<file path="src/rtl/des_board_io_if.sv">
// Bus between the board front end and the DES core.
interface des_board_io_if;
  logic        des_start;
  logic        des_decrypt;
  logic [63:0] des_data;
  logic [63:0] des_key;
  logic        des_done;
  logic [63:0] des_result;

  modport master (
    output des_start, des_decrypt, des_data, des_key,
    input  des_done, des_result
  );

  modport slave (
    input  des_start, des_decrypt, des_data, des_key,
    output des_done, des_result
  );
endinterface

</file>
<file path="src/rtl/des_board_io.sv">
// Board-side front end for the DES core: debounced button entry of data/key from the
// switches, start pulse, result capture and HEX/LED display.
// Optional: define DES_IO_TIMEOUT_EN to bound the WAIT state by TIMEOUT_CYCLES.
module des_board_io #(
  parameter int unsigned DEBOUNCE_CYCLES = 1000000,
  parameter int unsigned TIMEOUT_CYCLES  = 4096
) (
  input  logic              clk,
  input  logic              reset,
  input  logic [15:0]       sw,
  input  logic [2:0]        key_n,
  des_board_io_if.master    des,
  output logic [6:0]        hex0,
  output logic [6:0]        hex1,
  output logic [6:0]        hex2,
  output logic [6:0]        hex3,
  output logic [6:0]        hex4,
  output logic [6:0]        hex5,
  output logic [6:0]        hex6,
  output logic [6:0]        hex7,
  output logic [17:0]       ledr
);

  localparam int unsigned DbW = (DEBOUNCE_CYCLES > 1) ? $clog2(DEBOUNCE_CYCLES) : 1;
  localparam logic [DbW-1:0] DbLast = DbW'(DEBOUNCE_CYCLES - 1);

  typedef enum logic [2:0] {StLoadData, StLoadKey, StStart, StWait, StShow} state_e;

  function automatic logic [6:0] seg(input logic [3:0] n);
    case (n)
      4'h0: seg = 7'h40;  4'h1: seg = 7'h79;  4'h2: seg = 7'h24;  4'h3: seg = 7'h30;
      4'h4: seg = 7'h19;  4'h5: seg = 7'h12;  4'h6: seg = 7'h02;  4'h7: seg = 7'h78;
      4'h8: seg = 7'h00;  4'h9: seg = 7'h10;  4'hA: seg = 7'h08;  4'hB: seg = 7'h03;
      4'hC: seg = 7'h46;  4'hD: seg = 7'h21;  4'hE: seg = 7'h06;  default: seg = 7'h0E;
    endcase
  endfunction

  // Word 0 lands in the most significant 16 bits.
  function automatic logic [63:0] put_word(input logic [63:0] w, input logic [1:0] idx,
                                           input logic [15:0] v);
    logic [63:0] r;
    r = w;
    case (idx)
      2'd0:    r[63:48] = v;
      2'd1:    r[47:32] = v;
      2'd2:    r[31:16] = v;
      default: r[15:0]  = v;
    endcase
    return r;
  endfunction

  // ---------------- Button synchronizer and debouncer ----------------
  logic [2:0]          sync1_q, sync2_q, level_q, level_d, press_q, press_d;
  logic [2:0][DbW-1:0] cnt_q, cnt_d;

  // Accept a new level after DEBOUNCE_CYCLES consecutive differing samples.
  always_comb begin
    level_d = level_q;
    cnt_d   = cnt_q;
    for (int i = 0; i < 3; i++) begin
      if (sync2_q[i] == level_q[i]) begin
        cnt_d[i] = '0;
      end else if (cnt_q[i] == DbLast) begin
        level_d[i] = sync2_q[i];
        cnt_d[i]   = '0;
      end else begin
        cnt_d[i] = cnt_q[i] + 1'b1;
      end
    end
    press_d = level_q & ~level_d;
  end

  // Synchronizer, accepted levels (released = 1) and one-cycle press pulses.
  always_ff @(posedge clk or posedge reset) begin
    if (reset) begin
      sync1_q <= '1;
      sync2_q <= '1;
      level_q <= '1;
      cnt_q   <= '0;
      press_q <= '0;
    end else begin
      sync1_q <= key_n;
      sync2_q <= sync1_q;
      level_q <= level_d;
      cnt_q   <= cnt_d;
      press_q <= press_d;
    end
  end

  logic enter, page, mode;
  assign enter = press_q[0];
  assign page  = press_q[1];
  assign mode  = press_q[2];

  // ---------------- Control FSM ----------------
  state_e           state_q, state_d;
  logic [1:0]       idx_q, idx_d;
  logic             page_q, page_d, decrypt_q, decrypt_d, start_q, start_d;
  logic [63:0]      data_q, data_d, key_q, key_d, result_q, result_d;
  logic [7:0][6:0]  hex_q, hex_d;
  logic [17:0]      ledr_q, ledr_d;
`ifdef DES_IO_TIMEOUT_EN
  logic [31:0]      wait_cnt_q, wait_cnt_d;
  logic             err_q, err_d;
  logic [22:0]      blink_q, blink_d;
`else
  logic [31:0]      unused_timeout;
  assign unused_timeout = TIMEOUT_CYCLES;
`endif

  // Next-state logic; ENTER has priority over PAGE in SHOW.
  always_comb begin
    state_d   = state_q;
    idx_d     = idx_q;
    page_d    = page_q;
    decrypt_d = decrypt_q;
    data_d    = data_q;
    key_d     = key_q;
    result_d  = result_q;
`ifdef DES_IO_TIMEOUT_EN
    wait_cnt_d = wait_cnt_q;
    err_d      = err_q;
    blink_d    = blink_q + 1'b1;
`endif
    case (state_q)
      StLoadData, StLoadKey: begin
        if (mode) decrypt_d = ~decrypt_q;
        if (enter) begin
          if (state_q == StLoadData) data_d = put_word(data_q, idx_q, sw);
          else                       key_d  = put_word(key_q, idx_q, sw);
          idx_d = idx_q + 2'd1;
          if (idx_q == 2'd3) state_d = (state_q == StLoadData) ? StLoadKey : StStart;
        end
      end
      StStart: begin
        state_d = StWait;
`ifdef DES_IO_TIMEOUT_EN
        wait_cnt_d = '0;
`endif
      end
      StWait: begin
        if (des.des_done) begin
          result_d = des.des_result;
          state_d  = StShow;
`ifdef DES_IO_TIMEOUT_EN
        end else if (wait_cnt_q == TIMEOUT_CYCLES - 1) begin
          result_d = '0;
          err_d    = 1'b1;
          state_d  = StShow;
        end else begin
          wait_cnt_d = wait_cnt_q + 1'b1;
`endif
        end
      end
      StShow: begin
        if (enter) begin
          state_d = StLoadData;
          idx_d   = '0;
          page_d  = 1'b0;
`ifdef DES_IO_TIMEOUT_EN
          err_d   = 1'b0;
`endif
        end else if (page) begin
          page_d = ~page_q;
        end
      end
      default: state_d = StLoadData;
    endcase
    start_d = (state_d == StStart);
  end

  // Display and LED contents for the upcoming state.
  always_comb begin
    logic [31:0] half;
    logic        led17;
    half  = page_d ? result_d[31:0] : result_d[63:32];
    hex_d = {8{7'h7F}};
    case (state_d)
      StLoadData, StLoadKey: begin
        hex_d[7] = seg((state_d == StLoadKey) ? 4'd1 : 4'd0);
        hex_d[6] = seg({2'b00, idx_d});
        hex_d[3] = seg(sw[15:12]);
        hex_d[2] = seg(sw[11:8]);
        hex_d[1] = seg(sw[7:4]);
        hex_d[0] = seg(sw[3:0]);
      end
      StShow: begin
        for (int i = 0; i < 8; i++) hex_d[i] = seg(half[i*4 +: 4]);
      end
      default: hex_d[7] = seg(4'd2);
    endcase
`ifdef DES_IO_TIMEOUT_EN
    led17 = (state_d == StShow) & ~(err_d & blink_q[22]);
`else
    led17 = (state_d == StShow);
`endif
    ledr_d = {led17, decrypt_d, sw};
  end

  // All FSM state and registered outputs.
  always_ff @(posedge clk or posedge reset) begin
    if (reset) begin
      state_q   <= StLoadData;
      idx_q     <= '0;
      page_q    <= 1'b0;
      decrypt_q <= 1'b0;
      start_q   <= 1'b0;
      data_q    <= '0;
      key_q     <= '0;
      result_q  <= '0;
      hex_q     <= {8{7'h7F}};
      ledr_q    <= '0;
`ifdef DES_IO_TIMEOUT_EN
      wait_cnt_q <= '0;
      err_q      <= 1'b0;
      blink_q    <= '0;
`endif
    end else begin
      state_q   <= state_d;
      idx_q     <= idx_d;
      page_q    <= page_d;
      decrypt_q <= decrypt_d;
      start_q   <= start_d;
      data_q    <= data_d;
      key_q     <= key_d;
      result_q  <= result_d;
      hex_q     <= hex_d;
      ledr_q    <= ledr_d;
`ifdef DES_IO_TIMEOUT_EN
      wait_cnt_q <= wait_cnt_d;
      err_q      <= err_d;
      blink_q    <= blink_d;
`endif
    end
  end

  assign des.des_start   = start_q;
  assign des.des_decrypt = decrypt_q;
  assign des.des_data    = data_q;
  assign des.des_key     = key_q;
  assign hex0 = hex_q[0];
  assign hex1 = hex_q[1];
  assign hex2 = hex_q[2];
  assign hex3 = hex_q[3];
  assign hex4 = hex_q[4];
  assign hex5 = hex_q[5];
  assign hex6 = hex_q[6];
  assign hex7 = hex_q[7];
  assign ledr = ledr_q;

endmodule

</file>
<file path="src/flat_wrapper.sv">
// flat-port wrapper written by rule: the top's interface ports become plain ports
module des_board_io_flat 
#(
  parameter int unsigned DEBOUNCE_CYCLES = 1000000,
  parameter int unsigned TIMEOUT_CYCLES  = 4096
)
  (clk, reset, sw, key_n, hex0, hex1, hex2, hex3, hex4, hex5, hex6, hex7, ledr, des_des_start, des_des_decrypt, des_des_data, des_des_key, des_des_done, des_des_result);
  des_board_io_if des_i ();
  input  logic clk;
  input  logic reset;
  input  logic [15:0] sw;
  input  logic [2:0] key_n;
  output logic [6:0] hex0;
  output logic [6:0] hex1;
  output logic [6:0] hex2;
  output logic [6:0] hex3;
  output logic [6:0] hex4;
  output logic [6:0] hex5;
  output logic [6:0] hex6;
  output logic [6:0] hex7;
  output logic [17:0] ledr;
  output wire logic [$bits(des_i.des_start)-1:0] des_des_start;
  output wire logic [$bits(des_i.des_decrypt)-1:0] des_des_decrypt;
  output wire logic [$bits(des_i.des_data)-1:0] des_des_data;
  output wire logic [$bits(des_i.des_key)-1:0] des_des_key;
  input wire logic [$bits(des_i.des_done)-1:0] des_des_done;
  input wire logic [$bits(des_i.des_result)-1:0] des_des_result;
  assign des_des_start = des_i.des_start;
  assign des_des_decrypt = des_i.des_decrypt;
  assign des_des_data = des_i.des_data;
  assign des_des_key = des_i.des_key;
  assign des_i.des_done = des_des_done;
  assign des_i.des_result = des_des_result;
  des_board_io #(.DEBOUNCE_CYCLES(DEBOUNCE_CYCLES), .TIMEOUT_CYCLES(TIMEOUT_CYCLES)) u_core (.clk(clk), .reset(reset), .sw(sw), .key_n(key_n), .des(des_i), .hex0(hex0), .hex1(hex1), .hex2(hex2), .hex3(hex3), .hex4(hex4), .hex5(hex5), .hex6(hex6), .hex7(hex7), .ledr(ledr));
endmodule
</file>
<file path="config.mk">
export PLATFORM = sky130hd
export DESIGN_NAME = des_board_io_flat
export DESIGN_NICKNAME = d
export VERILOG_FILES = /design/src/rtl/des_board_io_if.sv /design/src/rtl/des_board_io.sv /design/src/flat_wrapper.sv
export SDC_FILE = /design/constraint.sdc
export NUM_CORES = 1
export LEC_CHECK = 0
export CAP_MARGIN = 10
export CORE_MARGIN = 5
export CORE_UTILIZATION = 48
export CTS_CLUSTER_DIAMETER = 40
export DETAILED_ROUTE_END_ITERATION = 8
export HOLD_SLACK_MARGIN = 0.06
export PLACE_DENSITY = 0.76
export SKIP_LAST_GASP = 1
export SYNTH_ARGS = -nofsm -noshare
export SYNTH_HDL_FRONTEND = slang
export SYNTH_SLANG_ARGS = --single-unit
</file>
<file path="constraint.sdc">
create_clock -name clk -period 9.8 [get_ports clk]
set_input_delay 0.98 -clock clk [delete_from_list [all_inputs] [get_ports clk]]
set_output_delay 0.98 -clock clk [all_outputs]
set_load 0.005 [all_outputs]
</file>
* Word-level counts from Yosys, hierarchy flattened *
Memories as Yosys holds them, arrays and structs flattened.
Index checks and enable logic that the tools add are counted.
W data, S select, Z words.

cells by class
  reduce and logical (&&, ||, !) cells = 15
  equality and inequality tests = 19
  add/sub/neg operators = 4
  multiplexer cells = 35
  bitwise operators = 6

operators by type and width
  operator                 number
  $mux W64                 2
  $mux W20                 6
  $add A20 B1 Y20 const B  3
  $eq A20 B20 Y1 const B   3
  $pmux W28 S2             1
  $mux W32                 1
  $reduce_and A4 Y1        8
  $pmux W7 S2              2
  $pmux W7 S4              1
  $mux W14                 1
  $mux W1                  12
  $mux W3                  4
  $pmux W3 S4              1
  $eq A3 B2 Y1 const B     3
  $eq A2 B2 Y1 const B     4
  $eq A3 B1 Y1 const B     2
  $eq A3 B3 Y1 const B     2
  $logic_not A3 Y1         2
  $mux W2                  3
  $eq A2 B1 Y1 const B     2
  $logic_not A2 Y1         2
  $not A1 Y1               4
  $pmux W2 S2              1
  $reduce_or A2 Y1         2
  5 further kinds          7

storage, ports and cells
  bits in registers = 346
  output and inout port bits = 204
  memories = 13
  ROM bits = 1456
  bits of input ports = 86
  logic and storage cells = 122

memory list
  name             depth  bits a word  read ports  clocked after memory_dff  write ports  RTL line            source
  (no name shown)  16     7            1           0                         0            des_board_io.sv:30  case (n)
  (no name shown)  16     7            1           0                         0            des_board_io.sv:30
  (no name shown)  16     7            1           0                         0            des_board_io.sv:30
  (no name shown)  16     7            1           0                         0            des_board_io.sv:30
  (no name shown)  16     7            1           0                         0            des_board_io.sv:30
  (no name shown)  16     7            1           0                         0            des_board_io.sv:30
  +7 memories      --     --           --          --                        --           --

* Logic depth before layout (Yosys ltp) *
An unclocked memory read counts as a cell.

  depth after elaboration = 9
  mapped depth = 17
  gate-level depth less buffers = 12

* Least setup slack after synthesis *
Ideal clock, no wire load.

  path kind = input port to flip-flop
  from = input des_des_done
  to = register u_core.hex_q, in the netlist u_core.hex3[5]
  stages on the path = 14
  buffers on the path = 5
  setup time = 0.102 ns
  required time = 9.698 ns
  data arrival time = 3.573 ns
  path slack = 6.124 ns
  path through = and4b_1 clkbuf_1 buf_4 buf_6 buf_2 buf_2 mux2i_1 inv_1 o21ai_0 inv_1 ha_1 mux2_1 a21oi_1 o221ai_1

RTL lines
  what                  RTL line             source
  from (decl)           flat_wrapper.sv:26   input wire logic [$bits(des_i.des_done)-1:0] des_des_done;
  to (signal assigned)  des_board_io.sv:211  hex_q <= {8{7'h7F}};
  to (decl)             des_board_io.sv:100  logic [7:0][6:0] hex_q, hex_d;

==> results.md <==
* Full die area at 39100 um2
* Register clock-pin slew on the reported worst setup and hold paths at 0.06 ns
* Routability-driven placement congestion ratio at 0.883
* Async SR Flop Fraction at 100%
* Maxcap violations at 0
* Crit-path most repeated cell: inv_1
* Placed cells at 2302
* Post-layout minimum cycle time at 4.29 ns
* Worst Tran Pin Value at 1.18 ns
* Clock Latency Late Sink at 0.59 ns
* Mapped Avg Cell Area at 10.4 um2
* Post-DRT Antenna Nets at 0
* I/O Pins at 290
* Number of synthesis warnings at 0
* H-tree Lvls at 2
* Synth area leader: dfrtp_1
* Seq/Total Area, Yosys at 51.6%
* Max rail drop VDD at 0.000136 V
* Initial core utilization at 48.8%
* Startpoint types: primary input
* Flops & latches, synth at 345
* CTS max path bufs at 3
* WL/cell at 19.1 um
* Synthesized net count at 1807
* Die height at 198 um
* Routed via count at 13200
* Final period util at 43.7%
* Global route overflow at 0
* PnR worst setup slack at 5.51 ns
* Critical path, cell by cell: clkdlybuf4s50_1, and4b_4, buf_4, mux2i_1, inv_1, o21ai_0, inv_1, ha_1, mux2_1, a221o_1
* Setup WS pre-CTS at 4.95 ns
* R2R depth at 9
* GRT Util Overall at 22.8%
* Core ar. at 34600 um2
* CP max FO at 49
* Fin Clk Skew at 0.0291 ns
* Slowest stage cell on the critical path: buf_4
* Initial antenna violation count at 1
* Number of global-route vias before repair at 13100
* Largest net degree at the start of global routing at 84
* Total setup buffers inserted after CTS at 0
* Synth area leaders: dfrtp_1 41%, dfstp_2 10%, ha_1 6.7%
* DR iter-0 viols at 987
* Crit-path leading delay family: buffers and inverters
* Num CTS Buffers at 50
* Hold Path Depth at 0
* Top_reg_cell synth: dfrtp_1
* Post-synth EDFFs at 0
* Status: completed
* Pre-antenna DRT Iters at 7
* Cell Pwr Density at 159 nW/um2
* First-pass GRT wire length at 71600 um
* Die X at 198 um
* DR vias/cell at 5.51
* Final cell count without fillers at 2397
* Slew Viols, Final at 0
* Total Negative Setup Slacks at 0 ns
* Layout Nets at 2075
* Max frequency at 233 MHz
* Leak at 0.00993 uW
* Layout cells sized above 1 at 12.5%
* Fill count at 2764
* CP bufs+invs at 4
* Slew HR at 20.8%
* CP Capture Type: register
* Number of cells on the critical path at 10
* Worst hold path type: register to register
* Drt total wl at 45700 um
* Critical Path RT at 10.30 ns
* Port Buffer Count at 289
* CTS Sinks at 345
* Final Hold Fails at 0
* Hold Buf Count CTS at 0
* RSZ-0062 raised after global routing: no
* Post-synth cell types at 76
* CTS Root Cell: clkbuf_16
* Synth Cell Area at 16900 um2
* Mapped Cells at 1631
* Synth top area share at 41.4%
* CP arrival at 4.79 ns
* Worst path max stage delay at 0.66 ns
* Area growth syn-to-layout at 28.7%
* Setup-failing EPs final at 0
* Final HPWL DP at 32100 um
* Remaining DRCs at 0
* Critical path class: primary input to register
* TritonCTS clock tree: done
* # rows at 68
* Number of gates resized after cts at 0
## sequential cells by signal (all words and copies together) (netlist names)
| signal | flops |
|---|---|
| u_core.state_q | 3 |
| u_core.des.des_start | 1 |
| u_core.page_q | 1 |
| u_core.hex6 | 7 |
| u_core.hex1 | 7 |
| u_core.des.des_key | 64 |
| u_core.result_q | 64 |
| u_core.sync1_q | 3 |
| u_core.hex5 | 7 |
| u_core.des.des_data | 64 |
| u_core.hex2 | 7 |
| u_core.sync2_q | 3 |
| u_core.hex0 | 7 |
| u_core.hex3 | 7 |
| u_core.idx_q | 2 |
| u_core.press_q | 3 |
| u_core.ledr | 18 |
| u_core.hex7 | 7 |
| u_core.cnt_q | 60 |
| u_core.level_q | 3 |
| u_core.hex4 | 7 |
## path summary, 6_finish.rpt
path | start | endpoint | slack (ns)
worst max-delay path | des_des_done | u_core.hex4[6] | 5.51
worst min-delay path | u_core.sync1_q[0] | u_core.sync2_q[0] | 0.36
worst max register to register | u_core.state_q[0] | u_core.hex4[6] | 5.70
worst min register to register | u_core.sync1_q[0] | u_core.sync2_q[0] | 0.36
max in group asynchronous | reset | u_core.des.des_data[0] | 7.23
min in group asynchronous | reset | u_core.cnt_q[58] | 0.94
## cell families (layout without fill, tap and decap cells)
family | count (synthesis) | in the layout | synth area share, %
simple gates | 495 | 495 | 13.4
flops | 345 | 345 | 51.6
compound gates | 319 | 319 | 11.8
buf+inv | 195 | 505 | 4.96
mux | 129 | 129 | 8.56
fa+ha+maj | 90 | 90 | 6.66
xor+xnor | 58 | 58 | 3.00
other cells | 0 | 1 | 0
## routing by layer
| layer | track usage [%] | vias to the layer above | share of wire (%) |
|---|---|---|---|
| li1 | - | 6174 | - |
| met1 | 30.3 | 6439 | 41 |
| met2 | 37.1 | 495 | 48 |
| met3 | 5.19 | 101 | 7.3 |
| met4 | 8.01 | 0 | 3.6 |
| met5 | 0 | - | 0 |
## through the flow
stage               area (um2)  hold WS, ns  total power (uW)  util, %
finish                   21800        0.355              3460     62.8
global route             21800        0.363              3570     62.8
CTS                      21700        0.356              3500     62.8
detailed placement       20000        0.347              1690     57.9
global placement         20000        0.346              1690     57.9
floorplan                16900        0.345              1570        -
## placed cells by master, fill, tap and decap left out, drive strengths merged, types with 7 or more instances in the layout
cell type and count:
ha 90, o21ai 159, buf 11, o221ai 12, xnor2 27, nor3 38, mux2 50, dfrtp 280
nand2 209, and3 15, dfstp 65, or3 14, a21oi 42, and2 8, a22oi 7, o211ai 13
mux2i 76, clkdlybuf4s50 289, nor3b 9, a31oi 22, clkbuf 51, clkinv 21, xor2 31, nand3 58
nor2b 9, nor2 102, o311ai 11, inv 124, clkinvlp 7
## synth_stat cells, types with 5 or more instances
library cell and number:
dfrtp_1 280, nand2_1 209, o21ai_0 148, inv_1 104, nor2_1 102, ha_1 90
mux2i_1 68, dfstp_2 65, nand3_1 58, clkbuf_1 52, mux2_2 47, a21oi_1 42
nor3_1 37, xor2_1 31, xnor2_1 27, a31oi_1 22, buf_2 19, and3_1 15
or3_1 14, o211ai_1 13, o221ai_1 12, o21ai_1 11, nor2b_1 9, nor3b_1 9
o311ai_0 9, a22oi_1 7, and2_1 7, buf_4 7, clkinv_1 6, nand2b_1 6
nand4_1 6, nor4_1 6, a211oi_1 5, a221oi_1 5, a311oi_1 5, buf_6 5
mux2i_2 5
## report_power, final
group          internal [uW]  leakage, uW  switching (uW)  total, uW
registers               1460      0.00399            13.3       1470
logic                   94.9      0.00512            99.3        194
clock network           1030     0.000819             757       1790
## cell type report
type / count / area [um2] / share of cell area (%)
Clock buffer: 51 / 1250 / 5.77
Multi-Input combinational cell: 1091 / 7360 / 33.9
Sequential cell: 345 / 8710 / 40.1
Timing Repair Buffer: 300 / 2980 / 13.7
Inverter: 111 / 423 / 1.94
Antenna cell: 1 / 2.50 / 0.0115
Clock inverter: 43 / 449 / 2.07
Tap cell: 455 / 569 / 2.62
Power figures use the tool's default switching activity.
